==> config.mk <==
export PLATFORM = sky130hd
export DESIGN_NAME = rx_module
export DESIGN_NICKNAME = d
export VERILOG_FILES = /design/src/rtl/rx_module.sv
export SDC_FILE = /design/constraint.sdc
export NUM_CORES = 1
export LEC_CHECK = 0
export CORE_MARGIN = 4
export CORE_UTILIZATION = 30
export CTS_CLUSTER_SIZE = 8
export DETAILED_ROUTE_END_ITERATION = 12
export SYNTH_ARGS = -nofsm -noshare
export SYNTH_HDL_FRONTEND = slang
export SYNTH_SLANG_ARGS = --single-unit
export TNS_END_PERCENT = 100
==> constraint.sdc <==
create_clock -name clk_i -period 1.85 [get_ports clk_i]
set_clock_uncertainty 0.05 [all_clocks]
set_input_delay 0.37 -clock clk_i [delete_from_list [all_inputs] [get_ports clk_i]]
set_output_delay 0.37 -clock clk_i [all_outputs]
set_load 0.02 [all_outputs]
==> src/rtl/rx_module.sv <==
// UART receiver: 2-FF synchroniser, 16x oversampling, 5-8 data bits,
// optional even parity, 1 or 2 stop bits, one-cycle valid strobe.
module rx_module #(
    parameter int MAX_UART_DATA_W = 8,
    parameter int DATA_COUNTER_W  = 3,
    parameter int STOP_CONF_W     = 2,
    parameter int DATA_CONF_W     = 2,
    parameter int SAMPLE_COUNT_W  = 4
) (
    input  logic                                  clk_i,
    input  logic                                  rst_i,
    input  logic                                  baud_en_i,
    input  logic                                  rx_en_i,
    input  logic [DATA_CONF_W+STOP_CONF_W:0]      rx_conf_i,
    input  logic                                  uart_rx_i,
    output logic [MAX_UART_DATA_W-1:0]            rx_data_o,
    output logic                                  rx_valid_o,
    output logic                                  rx_parity_err_o,
    output logic                                  rx_frame_err_o,
    output logic                                  rx_busy_o
);

    localparam int CONF_W = DATA_CONF_W + STOP_CONF_W + 1;
    localparam int MIN_BITS = 5;

    localparam logic [2:0] IDLE   = 3'd0;
    localparam logic [2:0] START  = 3'd1;
    localparam logic [2:0] DATA   = 3'd2;
    localparam logic [2:0] PARITY = 3'd3;
    localparam logic [2:0] STOP   = 3'd4;

    logic [2:0]                 r_state;
    logic                       r_rx_meta;
    logic                       r_rx_s;
    logic                       r_rx_prev;
    logic [SAMPLE_COUNT_W-1:0]  r_cnt;
    logic [CONF_W-1:0]          r_conf;
    logic [MAX_UART_DATA_W-1:0] r_shift;
    logic [DATA_COUNTER_W-1:0]  r_idx;
    logic                       r_par_err;
    logic                       r_frm_err;
    logic                       r_stop2;
    logic [MAX_UART_DATA_W-1:0] r_data;
    logic                       r_valid;
    logic                       r_par_out;
    logic                       r_frm_out;

    logic                       w_mid;
    logic                       w_full;
    logic                       w_par_en;
    logic                       w_two_stop;
    logic [DATA_COUNTER_W-1:0]  w_last_idx;

    // Mid-start is the 7->8 tick; later samples land 16 ticks apart.
    assign w_mid = baud_en_i &&
        (r_cnt == SAMPLE_COUNT_W'(2 ** (SAMPLE_COUNT_W - 1) - 1));
    assign w_full = baud_en_i && (r_cnt == '1);
    assign w_par_en = r_conf[0];
    assign w_two_stop = |r_conf[STOP_CONF_W:1];
    assign w_last_idx = DATA_COUNTER_W'(MIN_BITS - 1) +
        DATA_COUNTER_W'(r_conf[CONF_W-1:STOP_CONF_W+1]);

    always_ff @(posedge clk_i) begin
        if (rst_i) begin
            r_state   <= IDLE;
            r_rx_meta <= 1'b1;
            r_rx_s    <= 1'b1;
            r_rx_prev <= 1'b1;
            r_cnt     <= '0;
            r_conf    <= '0;
            r_shift   <= '0;
            r_idx     <= '0;
            r_par_err <= 1'b0;
            r_frm_err <= 1'b0;
            r_stop2   <= 1'b0;
            r_data    <= '0;
            r_valid   <= 1'b0;
            r_par_out <= 1'b0;
            r_frm_out <= 1'b0;
        end else begin
            r_rx_meta <= uart_rx_i;
            r_rx_s    <= r_rx_meta;
            r_rx_prev <= r_rx_s;
            r_valid   <= 1'b0;
            if (baud_en_i) begin
                r_cnt <= r_cnt + 1'b1;
            end
            if (r_state != IDLE && !rx_en_i) begin
                r_state <= IDLE;
                r_cnt   <= '0;
            end else begin
                case (r_state)
                    IDLE: begin
                        // Needs a true 1->0 edge, so a held break never re-arms.
                        if (rx_en_i && r_rx_prev && !r_rx_s) begin
                            r_state   <= START;
                            r_cnt     <= '0;
                            r_conf    <= rx_conf_i;
                            r_shift   <= '0;
                            r_idx     <= '0;
                            r_par_err <= 1'b0;
                            r_frm_err <= 1'b0;
                            r_stop2   <= 1'b0;
                        end
                    end
                    START: begin
                        if (w_mid) begin
                            r_cnt   <= '0;
                            r_state <= r_rx_s ? IDLE : DATA;
                        end
                    end
                    DATA: begin
                        if (w_full) begin
                            r_shift[r_idx] <= r_rx_s;
                            r_idx <= r_idx + 1'b1;
                            if (r_idx == w_last_idx) begin
                                r_cnt   <= '0;
                                r_state <= w_par_en ? PARITY : STOP;
                            end
                        end
                    end
                    PARITY: begin
                        if (w_full) begin
                            r_par_err <= (^r_shift) ^ r_rx_s;
                            r_cnt     <= '0;
                            r_state   <= STOP;
                        end
                    end
                    STOP: begin
                        if (w_full) begin
                            if (w_two_stop && !r_stop2) begin
                                r_stop2   <= 1'b1;
                                r_frm_err <= !r_rx_s;
                            end else begin
                                r_state   <= IDLE;
                                r_cnt     <= '0;
                                r_valid   <= 1'b1;
                                r_data    <= r_shift;
                                r_par_out <= r_par_err;
                                r_frm_out <= r_frm_err | !r_rx_s;
                            end
                        end
                    end
                    default: begin
                        r_state <= IDLE;
                        r_cnt   <= '0;
                    end
                endcase
            end
        end
    end

    assign rx_data_o       = r_data;
    assign rx_valid_o      = r_valid;
    assign rx_parity_err_o = r_par_out;
    assign rx_frame_err_o  = r_frm_out;
    assign rx_busy_o       = (r_state != IDLE);

endmodule

==> run_results.csv, run 1 <==
group,metric,value,unit
place,dpl_cell_area,2380,sq um
clock_network,cts-root-buf,"clkbuf_8",
floorplan,dieArea,7990,sq um
timing,worst_slack,0.0720,ns
timing,rsz0062_at_grt,"false",
hold_path,min_from,"r_rx_meta",
global_route,antenna_found_initial,0,
timing,hold_slack,0.364,ns
critical_path,required,1.43,ns
floorplan,die-height,89.4,microns
global_route,grt_pass1_wl,7.06,mm
detailed_routing,drt_iter0_drc,109,
timing,tns,0,ns
yosys,ys.flop_type,"dfxtp_1",
yosys,syn_inst,217,
yosys,synth_cell_types,45,
timing,max-slew-margin-rel,70.0,%
layout,postLayoutCellArea,2520,sq um
status,status,"complete, no violations",
detailed_routing,drt_wl_total,4.15,mm
yosys,ys_ff_latch,40,
layout,fin_cells,330,
timing,finalHoldViolations,0,
timing,fin_crit_sh,96.1,%
place,routabilityCongestion,0.787,
yosys,async_flop_share,0,%
hold_path,hold_class,"flop to flop",
timing,tightest_slew,0.450,ns
clock_network,cts_buffers,5,
critical_path,crit_buf_inv,1,
yosys,synth_top_area_share,40.3,%
yosys,syn_area,1990,sq um
critical_path,worstSetupPathType,"flop to output pin",
critical_path,cpLargestDelayFamily,"flip-flops",
clock_network,clock_latency,0.30,ns
critical_path,cp-start-kind,"flop",
layout,final_nets,264,
clock_network,cts_buffer_depth,2,
critical_path,end_kind,"output pin",
detailed_routing,wire_per_inst,12.6,microns
global_route,grt_pass1_vias,1562,
critical_path,r2r_start,"r_rx_s",
flow_run,max_cap_violations,0,
detailed_routing,vias,1633,
detailed_routing,drc,0,
clock_network,cts_max_level,2,
yosys,syn_avg_cell_area,9.16,sq um
layout,fillers,631,
global_route,grt_max_degree,30,
floorplan,start_util,31.1,%
critical_path,reg2reg_depth,5,
critical_path,crit_chain,"or3_4, clkdlybuf4s15_1",
layout,diodes,0,
yosys,synth_seq_area_share,40.3,%
clock_network,path_clk_slew,0.08,ns
detailed_routing,vias_per_cell,4.95,
place,place_ws,-0.272,ns
critical_path,critPathSlowestCell,"dfxtp_1",
hold_path,hold_depth,1,
hold_path,holdPathEnd,"r_rx_s",
layout,layout-drive-gt1-share,21.3,%
floorplan,boundaryPins,22,
critical_path,path_max_fanout,8,
floorplan,num_rows,29,
critical_path,critPathMaxStageDelay,0.41,ns
power_and_ir_drop,power,1.71,mW
place,post-dp-hpwl,3.00,mm
layout,layout_common_cells,"dfxtp_1 (40), nor2_1 (22), buf_4 (20)",
floorplan,coreArea,6390,sq um
layout,layout_commonest_cell,"dfxtp_1",
power_and_ir_drop,powerDensity,680,nW/um^2
critical_path,rr_endpoint,"r_shift[2]",
timing,fin_crit,1.78,ns
timing,slew_violations,0,
power_and_ir_drop,max-vdd-ir-drop,0.476,mV
clock_network,tritoncts,"built",
timing,fmax,562,MHz
yosys,ys_warn_count,0,
global_route,overflow,0,
power_and_ir_drop,p_leak,0.972,nW
layout,final_util,39.4,%
timing,finalSetupViolCount,0,
detailed_routing,antenna_left,0,
layout,syn_to_final_growth,26.6,%
global_route,grt_usage,11.2,%
critical_path,crit_arrival,1.36,ns
yosys,synth-edff-count,0,
detailed_routing,drtPass1Iterations,4,
place,numPortBuffers,21,
yosys,yosys.area.top_type,"dfxtp_1",
floorplan,die_w,89.4,microns
place,place_inst,322,
clock_network,cts.sinks,40,
yosys,ys_top_cells_by_area,"dfxtp_1 (40%), mux2i_1 (6.0%), xnor2_1 (5.3%), nor2_1 (4.3%), nor3_1 (4.0%)",
yosys,synthesis.nets,229,
critical_path,r2r_slack,0.10,ns
clock_network,cts_hold_buffers,0,
==> metal layers <==
metal	vias to the layer above	routed length, microns	part of all wire [%]	GRT usage (%)
li1	838	-	-	-
met5	-	0	0	0
met3	5	165	4.0	2.49
met1	756	2020	49	14.9
met2	34	1930	47	17.6
met4	0	35	0.84	4.47
==> area by class of cell <==
type | instances | area, sq um | share of cell area, %
Timing Repair Buffer | 41 | 363 | 14.4
Multi-Input combinational cell | 159 | 1130 | 44.8
Sequential cell | 40 | 801 | 31.8
Clock inverter | 3 | 42.5 | 1.69
Inverter | 5 | 18.8 | 0.746
Clock buffer | 5 | 68.8 | 2.73
Tap cell | 77 | 96.3 | 3.83
==> where the power goes <==
group	leakage, nW	switching, mW	internal (mW)	total (mW)
registers	0.323	0.0123	0.872	0.884
clock network	0.0541	0.312	0.399	0.712
logic	0.595	0.0561	0.0597	0.116
==> worst max-delay path by stage <==
| stage | from | end | slack (ns) | cells past startpoint |
|---|---|---|---|---|
| after global placement | rx_en_i | r_state[0] | -0.25 | 6 |
| after floorplan | r_cnt[0] | r_shift[0] | 0.18 | 7 |
| after detailed placement | rx_en_i | r_state[0] | -0.27 | 6 |
| final | r_state[2] | rx_busy_o | 0.07 | 2 |
| after CTS | rx_en_i | r_state[0] | 0.01 | 6 |
| after global routing | r_cnt[0] | r_shift[2] | 0.01 | 6 |
==> sequential cells by signal (all words and copies together) (netlist names) <==
signal,count
r_conf,5
r_par_err,1
r_shift,8
r_frm_err,1
rx_frame_err_o,1
r_rx_meta,1
r_state,3
rx_parity_err_o,1
r_rx_s,1
r_cnt,4
rx_data_o,8
r_rx_prev,1
r_stop2,1
rx_valid_o,1
r_idx,3
==> cells in the mapped netlist, types with 3 or more instances <==
library cell and count:
dfxtp_1 40, buf_2 4, a22oi_1 7, nand2b_1 3, nand4_1 3, nand3_1 4
clkbuf_1 7, xnor2_1 12, or2_2 3, nor2b_1 6, nor2_1 23, nor3_1 16
mux2i_1 12, a32oi_1 3, nor3_2 7, nand2_1 16, xor2_1 4, a21oi_1 8
inv_1 5, nor3b_1 4
==> cell families after synthesis <==
logic type | Yosys count | synth area share, %
compound gates | 31 | 12.8
xor+xnor | 16 | 7.05
fa+ha+maj | 2 | 1.26
buf+inv | 18 | 4.41
flops | 40 | 40.3
mux | 12 | 6.04
simple gates | 98 | 28.1
==> worst register-to-register path, delay by kind of cell, from the launching register on <==
kind             cells  cell delay, ns
AND/OR/NAND/NOR      4            1.05
AO/OA/AOI/OAI        1            0.12
flip-flops           1            0.43
==> timing repair <==
item                                    CTS  global route
gates cloned                              0             0
resized for setup                         2             8
pin swaps                                 0             1
endpoints found under the setup margin    2            23
buffers inserted                          0             0
Note: power is estimated with default switching activity, not from simulation.
==> run 2, diff against run 1 <==
--- a/config.mk
+++ b/config.mk
@@ -7,6 +7,7 @@
 export LEC_CHECK = 0
 export CORE_MARGIN = 4
 export CORE_UTILIZATION = 30
+export CTS_BUF_LIST = sky130_fd_sc_hd__clkbuf_4 sky130_fd_sc_hd__clkbuf_8 sky130_fd_sc_hd__clkbuf_16
 export CTS_CLUSTER_SIZE = 8
 export DETAILED_ROUTE_END_ITERATION = 12
 export SYNTH_ARGS = -nofsm -noshare
==> results of run 2 <==
Final layout, timing and power as in run 1 (identical DEF).
